[src/rtl/vend_pkg.sv]
`default_nettype none
// +--------------------------------------------------------------------+
// | vend_pkg                                                           |
// | Shared types, coin weights and width helper for the vending FSM.   |
// | Revision: 1.0                                                      |
// +--------------------------------------------------------------------+
package vend_pkg;

    typedef enum logic [1:0] {
        COLLECT = 2'd0,
        VEND    = 2'd1,
        CHANGE  = 2'd2
    } vend_state_e;

    localparam int HALF_W = 1;
    localparam int ONE_W  = 2;

    // Credit can peak at price+2 (one half short, then both coins together)
    function automatic int calc_cw(input int price_halves);
        return $clog2(price_halves + 3);
    endfunction

endpackage
`default_nettype wire

[src/rtl/vend_change_ctr.sv]
`default_nettype none
// +--------------------------------------------------------------------+
// | vend_change_ctr                                                    |
// | Loadable down-counter holding owed change; done marks last pulse.  |
// | Revision: 1.0                                                      |
// +--------------------------------------------------------------------+
module vend_change_ctr
    import vend_pkg::*;
#(
    parameter int CW = 3
) (
    input  logic          clk_i,
    input  logic          rst_i,
    input  logic          load_i,
    input  logic [CW-1:0] load_val_i,
    input  logic          dec_i,
    output logic [CW-1:0] count_o,
    output logic          zero_o,
    output logic          done_o
);

    logic [CW-1:0] count_q;
    logic [CW-1:0] count_d;

    always_comb begin
        count_d = count_q;
        if (load_i) begin
            count_d = load_val_i;
        end else if (dec_i && (count_q != '0)) begin
            count_d = count_q - CW'(1);
        end
    end

    always_ff @(posedge clk_i) begin
        if (rst_i) begin
            count_q <= '0;
        end else begin
            count_q <= count_d;
        end
    end

    assign count_o = count_q;
    assign zero_o  = (count_q == '0);
    assign done_o  = (count_q == CW'(1));

endmodule
`default_nettype wire

[src/rtl/vend_fsm_param.sv]
`default_nettype none
// +--------------------------------------------------------------------+
// | vend_fsm_param                                                     |
// | Two-coin vending FSM with programmable price and serial change.    |
// | Optional stock counter: define VEND_STOCK_EN.                      |
// | Revision: 1.0                                                      |
// +--------------------------------------------------------------------+
module vend_fsm_param
    import vend_pkg::*;
#(
    parameter int PRICE_HALVES = 5,
    parameter int CW           = calc_cw(PRICE_HALVES),
    parameter int STOCK_INIT   = 8
) (
    input  logic          sys_clk,
    input  logic          sys_rst,
    input  logic          pay,
    input  logic          pay_half,
    input  logic          cancel,
    input  logic          restock,
    output logic          coin_ready,
    output logic          coke,
    output logic          ret,
    output logic [CW-1:0] credit,
    output logic          sold_out
);

    localparam logic [CW-1:0] PRICE_C = CW'(PRICE_HALVES);

    vend_state_e   state_q, state_d;
    logic [CW-1:0] credit_q, credit_d;
    logic [CW-1:0] coin_sum;
    logic          chg_ld, chg_dec;
    logic [CW-1:0] chg_ld_val;
    logic [CW-1:0] chg_count;
    logic          chg_zero, chg_done;
    logic          coke_q, ret_q, ready_q, sold_q;
    logic          stock_empty, sold_d;

`ifdef VEND_STOCK_EN
    localparam int   SW       = (STOCK_INIT < 1) ? 1 : $clog2(STOCK_INIT + 1);
    localparam logic RST_SOLD = (STOCK_INIT == 0);

    logic [SW-1:0] stock_q, stock_d;

    always_comb begin
        stock_d = stock_q;
        if ((state_q == VEND) && (stock_q != '0)) begin
            stock_d = stock_q - SW'(1);
        end else if ((state_q == COLLECT) && restock) begin
            stock_d = SW'(STOCK_INIT);
        end
    end

    always_ff @(posedge sys_clk) begin
        if (sys_rst) begin
            stock_q <= SW'(STOCK_INIT);
        end else begin
            stock_q <= stock_d;
        end
    end

    assign stock_empty = (stock_q == '0);
    assign sold_d      = (stock_d == '0);
`else
    localparam logic RST_SOLD = 1'b0;

    logic w_unused_restock;
    assign w_unused_restock = restock ^ (STOCK_INIT != 0);
    assign stock_empty      = 1'b0;
    assign sold_d           = 1'b0;
`endif

    always_comb begin
        state_d    = state_q;
        credit_d   = credit_q;
        chg_ld     = 1'b0;
        chg_ld_val = '0;
        chg_dec    = 1'b0;
        coin_sum   = credit_q + (pay ? CW'(ONE_W) : '0) + (pay_half ? CW'(HALF_W) : '0);
        unique case (state_q)
            COLLECT: begin
                // Sold out: coins are refused and any leftover balance is paid back
                if (stock_empty) begin
                    if (credit_q != '0) begin
                        state_d    = CHANGE;
                        chg_ld     = 1'b1;
                        chg_ld_val = credit_q;
                        credit_d   = '0;
                    end
                end else if (coin_sum >= PRICE_C) begin
                    state_d    = VEND;
                    chg_ld     = 1'b1;
                    chg_ld_val = coin_sum - PRICE_C;
                    credit_d   = '0;
                end else if (cancel && (coin_sum != '0)) begin
                    state_d    = CHANGE;
                    chg_ld     = 1'b1;
                    chg_ld_val = coin_sum;
                    credit_d   = '0;
                end else begin
                    credit_d = coin_sum;
                end
            end
            VEND: begin
                state_d = chg_zero ? COLLECT : CHANGE;
            end
            CHANGE: begin
                chg_dec = 1'b1;
                if (chg_done || chg_zero) begin
                    state_d = COLLECT;
                end
            end
            default: begin
                state_d  = COLLECT;
                credit_d = '0;
            end
        endcase
    end

    // Outputs are registered from the next-state decode so they align with state_q
    always_ff @(posedge sys_clk) begin
        if (sys_rst) begin
            state_q  <= COLLECT;
            credit_q <= '0;
            coke_q   <= 1'b0;
            ret_q    <= 1'b0;
            ready_q  <= ~RST_SOLD;
            sold_q   <= RST_SOLD;
        end else begin
            state_q  <= state_d;
            credit_q <= credit_d;
            coke_q   <= (state_d == VEND);
            ret_q    <= (state_d == CHANGE);
            ready_q  <= (state_d == COLLECT) && !sold_d;
            sold_q   <= sold_d;
        end
    end

    vend_change_ctr #(
        .CW (CW)
    ) u_change_ctr (
        .clk_i      (sys_clk),
        .rst_i      (sys_rst),
        .load_i     (chg_ld),
        .load_val_i (chg_ld_val),
        .dec_i      (chg_dec),
        .count_o    (chg_count),
        .zero_o     (chg_zero),
        .done_o     (chg_done)
    );

    assign coin_ready = ready_q;
    assign coke       = coke_q;
    assign ret        = ret_q;
    assign credit     = (state_q == CHANGE) ? chg_count : credit_q;
    assign sold_out   = sold_q;

endmodule
`default_nettype wire

[config.mk]
export PLATFORM = sky130hd
export DESIGN_NAME = vend_fsm_param
export DESIGN_NICKNAME = d
export VERILOG_FILES = /design/src/rtl/vend_pkg.sv /design/src/rtl/vend_change_ctr.sv /design/src/rtl/vend_fsm_param.sv
export SDC_FILE = /design/constraint.sdc
export NUM_CORES = 1
export LEC_CHECK = 0
export ABC_CLOCK_PERIOD_IN_PS = 4600
export CORE_MARGIN = 1
export CORE_UTILIZATION = 32
export DETAILED_ROUTE_END_ITERATION = 16
export DONT_BUFFER_PORTS = 1
export RECOVER_POWER = 25
export SYNTH_ARGS = -nofsm -noshare
export SYNTH_HDL_FRONTEND = slang
export SYNTH_SLANG_ARGS = --single-unit
[constraint.sdc]
create_clock -name sys_clk -period 4.6 [get_ports sys_clk]
set_input_delay 0.92 -clock sys_clk [delete_from_list [all_inputs] [get_ports sys_clk]]
set_output_delay 0.92 -clock sys_clk [all_outputs]
set_load 0.05 [all_outputs]
== Word-level counts from Yosys, hierarchy flattened ==
Index checks and enable logic that the tools add are counted.
W data, S select, Z words.
Word-level totals
  register bits after elaboration: 11
  input port bits: 6
  output and inout port bits: 7
  word-level logic and storage cells: 46
Cells by class
  add/subtract/negate cells: 4
  magnitude comparators: 1
  eq/ne operators: 5
  multiplexer cells: 20
  reductions and logical operators: 10
Operator list (count)
  $mux W3: 8
  $mux W2: 5
  $pmux W2 S3: 1
  $pmux W3 S2: 1
  $reduce_bool A3 Y1: 2
  $mux W1: 5
  $eq A2 B1 Y1 const B: 2
  $eq A2 B2 Y1 const B: 2
  $logic_not A2 Y1: 2
  $add A3 B1 Y3: 1
  $add A3 B2 Y3: 1
  $eq A3 B1 Y1 const B: 1
  $ge A3 B3 Y1 const B: 1
  $logic_not A3 Y1: 1
  $sub A3 B1 Y3 const B: 1
  $sub A3 B3 Y3 const B: 1
  $logic_and A1 B1 Y1: 2
  $reduce_bool A2 Y1: 1
  $reduce_or A2 Y1: 1
  $logic_or A1 B1 Y1: 1

== Logic depth before layout (Yosys ltp) ==
Gate-level depths: netlist of the first run.
  word-level depth: 9
  mapped depth: 9
  gate-level depth less buffers: 9

== Cells and area by module ==
From an unflattened synthesis of the first run, not the netlist that was laid out.
Second synthesis, totals
  cell total of the unflattened synthesis: 93
  area, all modules: 835.8 µm²
Modules (own cells, without submodules)
  vend_fsm_param: times used 1, cells each 68, area an instance 613.1 µm², seq. area each 160.2 µm²
  vend_change_ctr: times used 1, cells each 25, area an instance 222.7 µm², seq. area each 60.1 µm²

== Worst setup path after synthesis of the first run ==
Ideal clock, no wire load.
  kind: input port to flip-flop
  start point: input port pay_half
  end point: register credit_q[0]
  setup time: 70 ps
  arrival time: 2839 ps
  data required time: 4530 ps
  slack: 1691 ps
  cell stages on the path: 8
  buffers on the path: 0
  cell sequence: ha_1 -> inv_1 -> fa_1 -> ha_1 -> nor3b_2 -> o21ai_2 -> or4_1 -> a21oi_1
Between the ends
  longest elaborated chain between the ends: 7
  elaborated cells on any way between the ends: 8
  those cells by class: add/sub (1); order compare (1); mux (4); reduce/logical (2)
Ends and longest elaborated chain
  start: declaration: RTL line vend_fsm_param.sv:18  | input logic pay_half,
  $mux W1 (*): RTL line vend_fsm_param.sv:80  | coin_sum = credit_q + (pay ? CW'(ONE_W) : '0) + (pay_half ? CW'(HALF_W) : '0);
  $add A3 B1 Y3 (*): RTL line vend_fsm_param.sv:80
  parallel branches: the longest is 3 deep, another holds $ge A3 B3 Y1
  $mux W3 (*): RTL line vend_fsm_param.sv:91  | end else if (coin_sum >= PRICE_C) begin
  $pmux W3 S2 (*): RTL line vend_fsm_param.sv:81  | unique case (state_q)
  end signal: assignment: RTL line vend_fsm_param.sv:132  | credit_q <= credit_d;
  end: declaration: RTL line vend_fsm_param.sv:31  | logic [CW-1:0] credit_q, credit_d;
Every way passes the cells marked *.
A chain may end at the register's enable or synchronous reset.

== Worst setup path after layout of the first run ==
  start point: input port pay_half
  end point: register coke_q, in the netlist coke
Between the ends
  longest elaborated chain between the ends: 8
  elaborated cells on any way between the ends: 9
  those cells by class: add/sub (1); order compare (1); eq/ne (1); mux (4); reduce/logical (2)
Ends and longest elaborated chain
  $mux W1 (*): RTL line vend_fsm_param.sv:80
  $add A3 B1 Y3 (*): RTL line vend_fsm_param.sv:80
  parallel branches: the longest is 3 deep, another holds $ge A3 B3 Y1
  $mux W2 (*): RTL line vend_fsm_param.sv:91
  $pmux W2 S3 (*): RTL line vend_fsm_param.sv:81
  $eq A2 B1 Y1 (*): RTL line vend_fsm_param.sv:133  | coke_q <= (state_d == VEND);
  end signal: assignment: RTL line vend_fsm_param.sv:133
  end: declaration: RTL line vend_fsm_param.sv:37  | logic coke_q, ret_q, ready_q, sold_q;
Marks and branches as above.

==> results of run 1 <==
-- per-layer routing --
layer,vias to the layer above,global-route usage (%)
li1,335,-
met5,-,0
met3,2,3.19
met2,14,18.6
met4,0,8.33
met1,297,16.5
-- kinds of logic (layout without fill, tap and decap cells) --
group / count (synthesis) / after routing / synth area share [%]
xor gates and xnor gates: 3 / 3 / 4.15
buffers and inverters: 13 / 15 / 6.46
DFF: 11 / 11 / 27.1
AOI/OAI and AO/OA: 23 / 23 / 19.4
adders and majority gates: 12 / 12 / 19.4
other: 1 / 1 / 0.461
and+or+nand+nor: 29 / 29 / 20.3
muxes: 2 / 2 / 2.77
-- flip-flops by register name, indices dropped and copies added (netlist names) --
register	count
u_change_ctr.count_o	3
state_q	2
credit_q	3
ret	1
coke	1
coin_ready	1
-- per-stage QoR --
step           cells  instance area, um^2  util [%]  hold WS, ns  setup WS (ns)
3_5_place_dp     120                  837      36.4        0.452           1.46
6_report         124                  857      37.3        0.459           1.66
3_3_place_gp     120                  837      36.4        0.448           1.51
5_1_grt          124                  857      37.3        0.491           1.47
2_1_floorplan     94                  813         -        0.434           1.69
4_1_cts          124                  865      37.6        0.464           1.74
-- tightest hold or removal path, cell delays in order (launching register included) --
cell,delay [ns]
sky130_fd_sc_hd__dfxtp_1,0.32
sky130_fd_sc_hd__nand2_1,0.06
sky130_fd_sc_hd__a21oi_1,0.05
-- layout by cell type, fill, tap and decap left out, types with 2 or more instances in the layout --
cell type,instances
sky130_fd_sc_hd__nand2b_1,4
sky130_fd_sc_hd__nor3_1,2
sky130_fd_sc_hd__nor2b_1,3
sky130_fd_sc_hd__nand2_1,8
sky130_fd_sc_hd__dfxtp_1,11
sky130_fd_sc_hd__or4_1,2
sky130_fd_sc_hd__ha_1,11
sky130_fd_sc_hd__xnor2_1,2
sky130_fd_sc_hd__a21oi_1,7
sky130_fd_sc_hd__o21ai_0,2
sky130_fd_sc_hd__nor2_1,2
sky130_fd_sc_hd__clkbuf_4,3
sky130_fd_sc_hd__inv_1,11
sky130_fd_sc_hd__nor3b_1,2
sky130_fd_sc_hd__and2_1,2
sky130_fd_sc_hd__mux2_2,2
-- worst max path at each step --
stage | from | end | cells past startpoint
2_1_floorplan | pay_half | credit_q[0]$_SDFFE_PP0N_ | 8
3_3_place_gp | pay_half | credit_q[0]$_SDFFE_PP0N_ | 8
3_5_place_dp | pay_half | credit_q[0]$_SDFFE_PP0N_ | 8
4_1_cts | pay_half | credit_q[0]$_SDFFE_PP0N_ | 8
5_1_grt | pay_half | coke$_SDFF_PP0_ | 9
6_report | pay_half | coke$_SDFF_PP0_ | 9
-- power breakdown --
part	switching [mW]	internal, mW
Clock	0.0364	0.0322
Sequential	0.0488	0.123
Combinational	0.163	0.104
-- final cells by class --
type                       count  area (um^2)
clock buffer                   3         22.5
clock inverter                 1         5.00
fill                         246         1440
inverter                      11         41.3
multi-input combinational     70          533
sequential                    11          220
tap                           28         35.0
==> metrics.txt, run 1 <==
status finished clean; cell-by-cell trace of the critical path ha_1 -> inv_1 -> fa_1 -> xor2_1 -> ha_1 -> nand2b_1 -> a2bb2oi_1 -> o21ai_0 -> nor2b_1; Yosys reg bits 11; aggregate global-route resource usage 12.8%; fraction of layout instances using a drive strength above 1 9.38%; placer's final routability congestion estimate 0.786; WP data arrival 3.16 ns; Worst Path Max Fanout 10; category of the worst setup path capture point register; core region area 2300 um^2; number of instances resized during post-cts repair 0; Cell Area, Synth 813 um^2; number of hold buffers added after cts 0; fraction of post-synthesis cell area in the top cell type by area 27.1%; count of flip-flops with a built-in enable after synthesis 0; Post-Syn Instances 94; number of H-tree levels 1; Seq/Total Area, Yosys 27.1%; final worst clock skew 0.0103 ns; CTS sink count 11; top routing layer used met4; buffer and inverter count on the worst path 1; residual overflow from global routing 0; post-detailed-route count of antenna-violating nets 0; Slew headroom 36.7%; length of routed met3 wiring 72 um; final critical delay including setup and external delays 2.94 ns; hold worst-path end credit_q[1]$_SDFFE_PP0N_; Final #Nets 115; total I/O pin count 13; sum of met2 wire segment lengths after detailed routing 693 um; total power draw 0.506 mW; routed length on met1 823 um; type of the worst setup path in2reg; proportion of register bits with asynchronous set or reset after synthesis 0%; pins over their slew limit 0; pin count of the biggest net entering global routing 11; placed wire-length estimate 1240 um; Crit Reg-Reg Endpoint coke$_SDFF_PP0_; routed length per instance 12.9 um; dominant synthesized flop cell sky130_fd_sc_hd__dfxtp_1; leading cell types by count after synthesis 11 x sky130_fd_sc_hd__dfxtp_1, 11 x sky130_fd_sc_hd__ha_1, 11 x sky130_fd_sc_hd__inv_1; highest cell delay on the worst timing path 0.61 ns; max-capacitance violation count 0; actual slew at the worst max-slew pin 0.943 ns; layout overhead on the synthesized area 5.38%; number of buffers created by CTS 3; Skew-Pair Late Insertion Delay 0.28 ns; warnings from Yosys 0; number of antenna diodes 0; Fin Setup TNS 0 ns; die outline width 52.4 um; CTS tree yes; number of optimization iterations in the first detailed-route pass 4; post-synthesis average cell area 8.65 um^2; Post-route DRC 0; setup slack, reg-to-reg 1.90 ns; number of buffers inserted by port buffering 0; number of global-route vias before repair 607; post-route fraction of the period consumed by the critical path 64.0%; number of violations reported at the end of detailed-routing iteration 0 23; number of antenna violations at the first check in global routing 0; length in cells of the worst reg-to-reg path 9; Min-Delay Startpoint credit_q[1]$_SDFFE_PP0N_; category of cells accounting for the largest share of critical-path delay adder cells; Worst Hold Depth 2; required time of the worst setup path 4.82 ns; post-synth top area cell sky130_fd_sc_hd__dfxtp_1; DIE AREA 2750 um^2; master of the slowest instance on the critical path sky130_fd_sc_hd__xor2_1; chip height 52.4 um; final hold vios 0; Reg clk slew, reported paths 0.08 ns; Net Count, Synth 112; starting utilization of the core area 35.4%; cell types occupying the most area after synthesis sky130_fd_sc_hd__dfxtp_1 27%, sky130_fd_sc_hd__ha_1 17%, sky130_fd_sc_hd__inv_1 5.1%; standard-cell rows 17; global-route wire length before repair 2510 um; final number of setup-violating endpoints 0; category of the worst setup path launch point input port; Peak Freq 340 MHz; leakage power figure 0.358 nW; post-detailed-route via-to-cell ratio 5.23; detailed-route via count 648; total routed wirelength 1600 um; setup repair after global routing missed its margin no; Clock Path Buffers 2; Critical R2R Launch credit_q[0]$_SDFFE_PP0N_; pwr/cell area 591 nW/um^2; buffer type at the clock tree root sky130_fd_sc_hd__clkbuf_4; setup bufs post-CTS 0; number of unique standard cell types used by synthesis 37; Worst VDD drop 0.297 mV; worst hold-check path type reg2reg; critical path's most frequent cell sky130_fd_sc_hd__ha_1
Note: power is estimated with default switching activity, not from simulation.
==> run 2: changes to the inputs <==
--- a/config.mk
+++ b/config.mk
@@ -5,7 +5,7 @@
 export SDC_FILE = /design/constraint.sdc
 export NUM_CORES = 1
 export LEC_CHECK = 0
-export ABC_CLOCK_PERIOD_IN_PS = 4600
+export ABC_CLOCK_PERIOD_IN_PS = 2600
 export CORE_MARGIN = 1
 export CORE_UTILIZATION = 32
 export DETAILED_ROUTE_END_ITERATION = 16
==> constraint.sdc (replaced) <==
create_clock -name sys_clk -period 2.6 [get_ports sys_clk]
set_input_delay 0.52 -clock sys_clk [delete_from_list [all_inputs] [get_ports sys_clk]]
set_output_delay 0.52 -clock sys_clk [all_outputs]
set_load 0.05 [all_outputs]
==> run 2 against run 1 <==
Against the previous run: non-clock buffer count grew 8; largest power group unchanged; routed wire length is 7.8% higher; sequential cell count is the same; hold slack worse by 0.17 ns; core utilization increased by 3.4 points; clock power grew 81%; setup slack got worse by 1.5 ns; global-route usage is 2.6 points higher; clock skew decreased by 0.0034 ns.
==> metrics.txt, run 2 (synthesized netlist as in run 1, its figures left out) <==
total routed wirelength 1720 um; Reg clk slew, reported paths 0.08 ns; CTS sink count 11; final critical delay including setup and external delays 2.41 ns; pins over their slew limit 0; Peak Freq 415 MHz; chip height 52.4 um; number of buffers inserted by port buffering 0; max-capacitance violation count 0; total I/O pin count 13; core region area 2300 um^2; layout overhead on the synthesized area 15.1%; Min-Delay Startpoint sys_rst; final number of setup-violating endpoints 0; buffer and inverter count on the worst path 1; post-detailed-route count of antenna-violating nets 0; routed length per instance 13.1 um; worst hold-check path type in2reg; commonest cells after routing, fill and taps aside 11 x sky130_fd_sc_hd__inv_1, 11 x sky130_fd_sc_hd__ha_1, 11 x sky130_fd_sc_hd__dfxtp_1, 8 x sky130_fd_sc_hd__nand2_1, 8 x sky130_fd_sc_hd__buf_4; number of H-tree levels 1; hold worst-path end credit_q[1]$_SDFFE_PP0N_; Skew-Pair Late Insertion Delay 0.28 ns; post-route fraction of the period consumed by the critical path 92.8%; Worst VDD drop 0.424 mV; highest cell delay on the worst timing path 0.50 ns; placed wire-length estimate 1310 um; number of violations reported at the end of detailed-routing iteration 0 7; final core area utilization 40.7%; critical path's most frequent cell sky130_fd_sc_hd__ha_1; master of the slowest instance on the critical path sky130_fd_sc_hd__fa_1; category of the worst setup path capture point register; final hold vios 0; pin count of the biggest net entering global routing 10; placer's final routability congestion estimate 0.772; category of the worst setup path launch point register; residual overflow from global routing 0; final worst clock skew 0.00688 ns; CTS tree yes; detailed-route via count 669; Crit Reg-Reg Endpoint credit_q[0]$_SDFFE_PP0N_; WP data arrival 2.63 ns; pwr/cell area 1040 nW/um^2; Clock Path Buffers 2; post-detailed-route via-to-cell ratio 5.07; number of optimization iterations in the first detailed-route pass 4; Worst Hold Depth 1; status finished clean; aggregate global-route resource usage 15.3%; category of cells accounting for the largest share of critical-path delay adder cells; Post-route DRC 0; filler cell count 259; die outline width 52.4 um; number of hold buffers added after cts 0; type of the worst setup path reg2reg; total power draw 0.976 mW; number of buffers created by CTS 3; Final #Nets 123; number of global-route vias before repair 643; setup slack, reg-to-reg 0.19 ns; Critical R2R Launch credit_q[0]$_SDFFE_PP0N_; standard-cell rows 17; leakage power figure 0.399 nW; length in cells of the worst reg-to-reg path 8; starting utilization of the core area 35.4%; number of antenna diodes 0; buffer type at the clock tree root sky130_fd_sc_hd__clkbuf_4; number of antenna violations at the first check in global routing 0; fraction of layout instances using a drive strength above 1 17.3%; setup repair after global routing missed its margin no; required time of the worst setup path 2.82 ns; Worst Path Max Fanout 4; cell-by-cell trace of the critical path ha_1 -> inv_1 -> fa_1 -> ha_1 -> nor3b_4 -> o21ai_2 -> or4_1 -> a21oi_1; DIE AREA 2750 um^2; global-route wire length before repair 2980 um
-- run 2: worst max-delay path by stage --
stage | from | to | slack (ns) | cells after the start
after global placement | pay_half | u_change_ctr.count_o[0]$_SDFFE_PP0P_ | -0.02 | 9
after CTS | credit_q[0]$_SDFFE_PP0N_ | u_change_ctr.count_o[0]$_SDFFE_PP0P_ | 0.08 | 9
after detailed placement | pay_half | u_change_ctr.count_o[0]$_SDFFE_PP0P_ | -0.06 | 9
after global routing | credit_q[0]$_SDFFE_PP0N_ | ret$_SDFF_PP0_ | 0.008 | 9
after floorplan | pay_half | credit_q[0]$_SDFFE_PP0N_ | 0.09 | 8
final | credit_q[0]$_SDFFE_PP0N_ | credit_q[0]$_SDFFE_PP0N_ | 0.19 | 8
-- run 2: worst register-to-register path, delay by kind of cell, from the launching register on --
family / cells / cell delay (ns)
buffers and inverters: 1 / 0.05
DFF: 1 / 0.37
and+or+nand+nor: 2 / 0.76
adders and majority gates: 3 / 0.92
AOI/OAI and AO/OA: 2 / 0.25
-- run 2: stage by stage --
step / hold slack, ns / cell area, um^2 / cells / TNS (ns) / worst slack (ns)
floorplan: 0.434 / 813 / 94 / 0 / 0.0914
global placement: 0.449 / 890 / 127 / -0.0221 / -0.0221
detailed placement: 0.456 / 890 / 127 / -0.0618 / -0.0615
CTS: 0.283 / 916 / 131 / 0 / 0.0756
global route: 0.281 / 936 / 132 / 0 / 0.00839
finish: 0.292 / 936 / 132 / 0 / 0.188
-- run 2: where the power goes --
group	internal (mW)	switching, mW
combinational	0.238	0.310
clock	0.0596	0.0645
sequential	0.217	0.0870
-- run 2: what timing repair did --
action	in CTS	in global routing
setup endpoints to repair	0	2
setup buffers	0	1
gates resized for setup	0	4
-- run 2: layout make-up --
class                           count  area, um^2  area share [%]
Clock buffer                        4        26.3            2.81
Inverter                           11        41.3            4.41
Multi-Input combinational cell     70         553            59.1
Sequential cell                    11         220            23.5
Tap cell                           28        35.0            3.74
Timing Repair Buffer                8        60.1            6.42
-- run 2: per-layer routing --
layer	wire, um	track usage (%)
met5	0	0
met2	723	21.7
met3	99	6.09
met4	31	6.58
met1	867	20.2
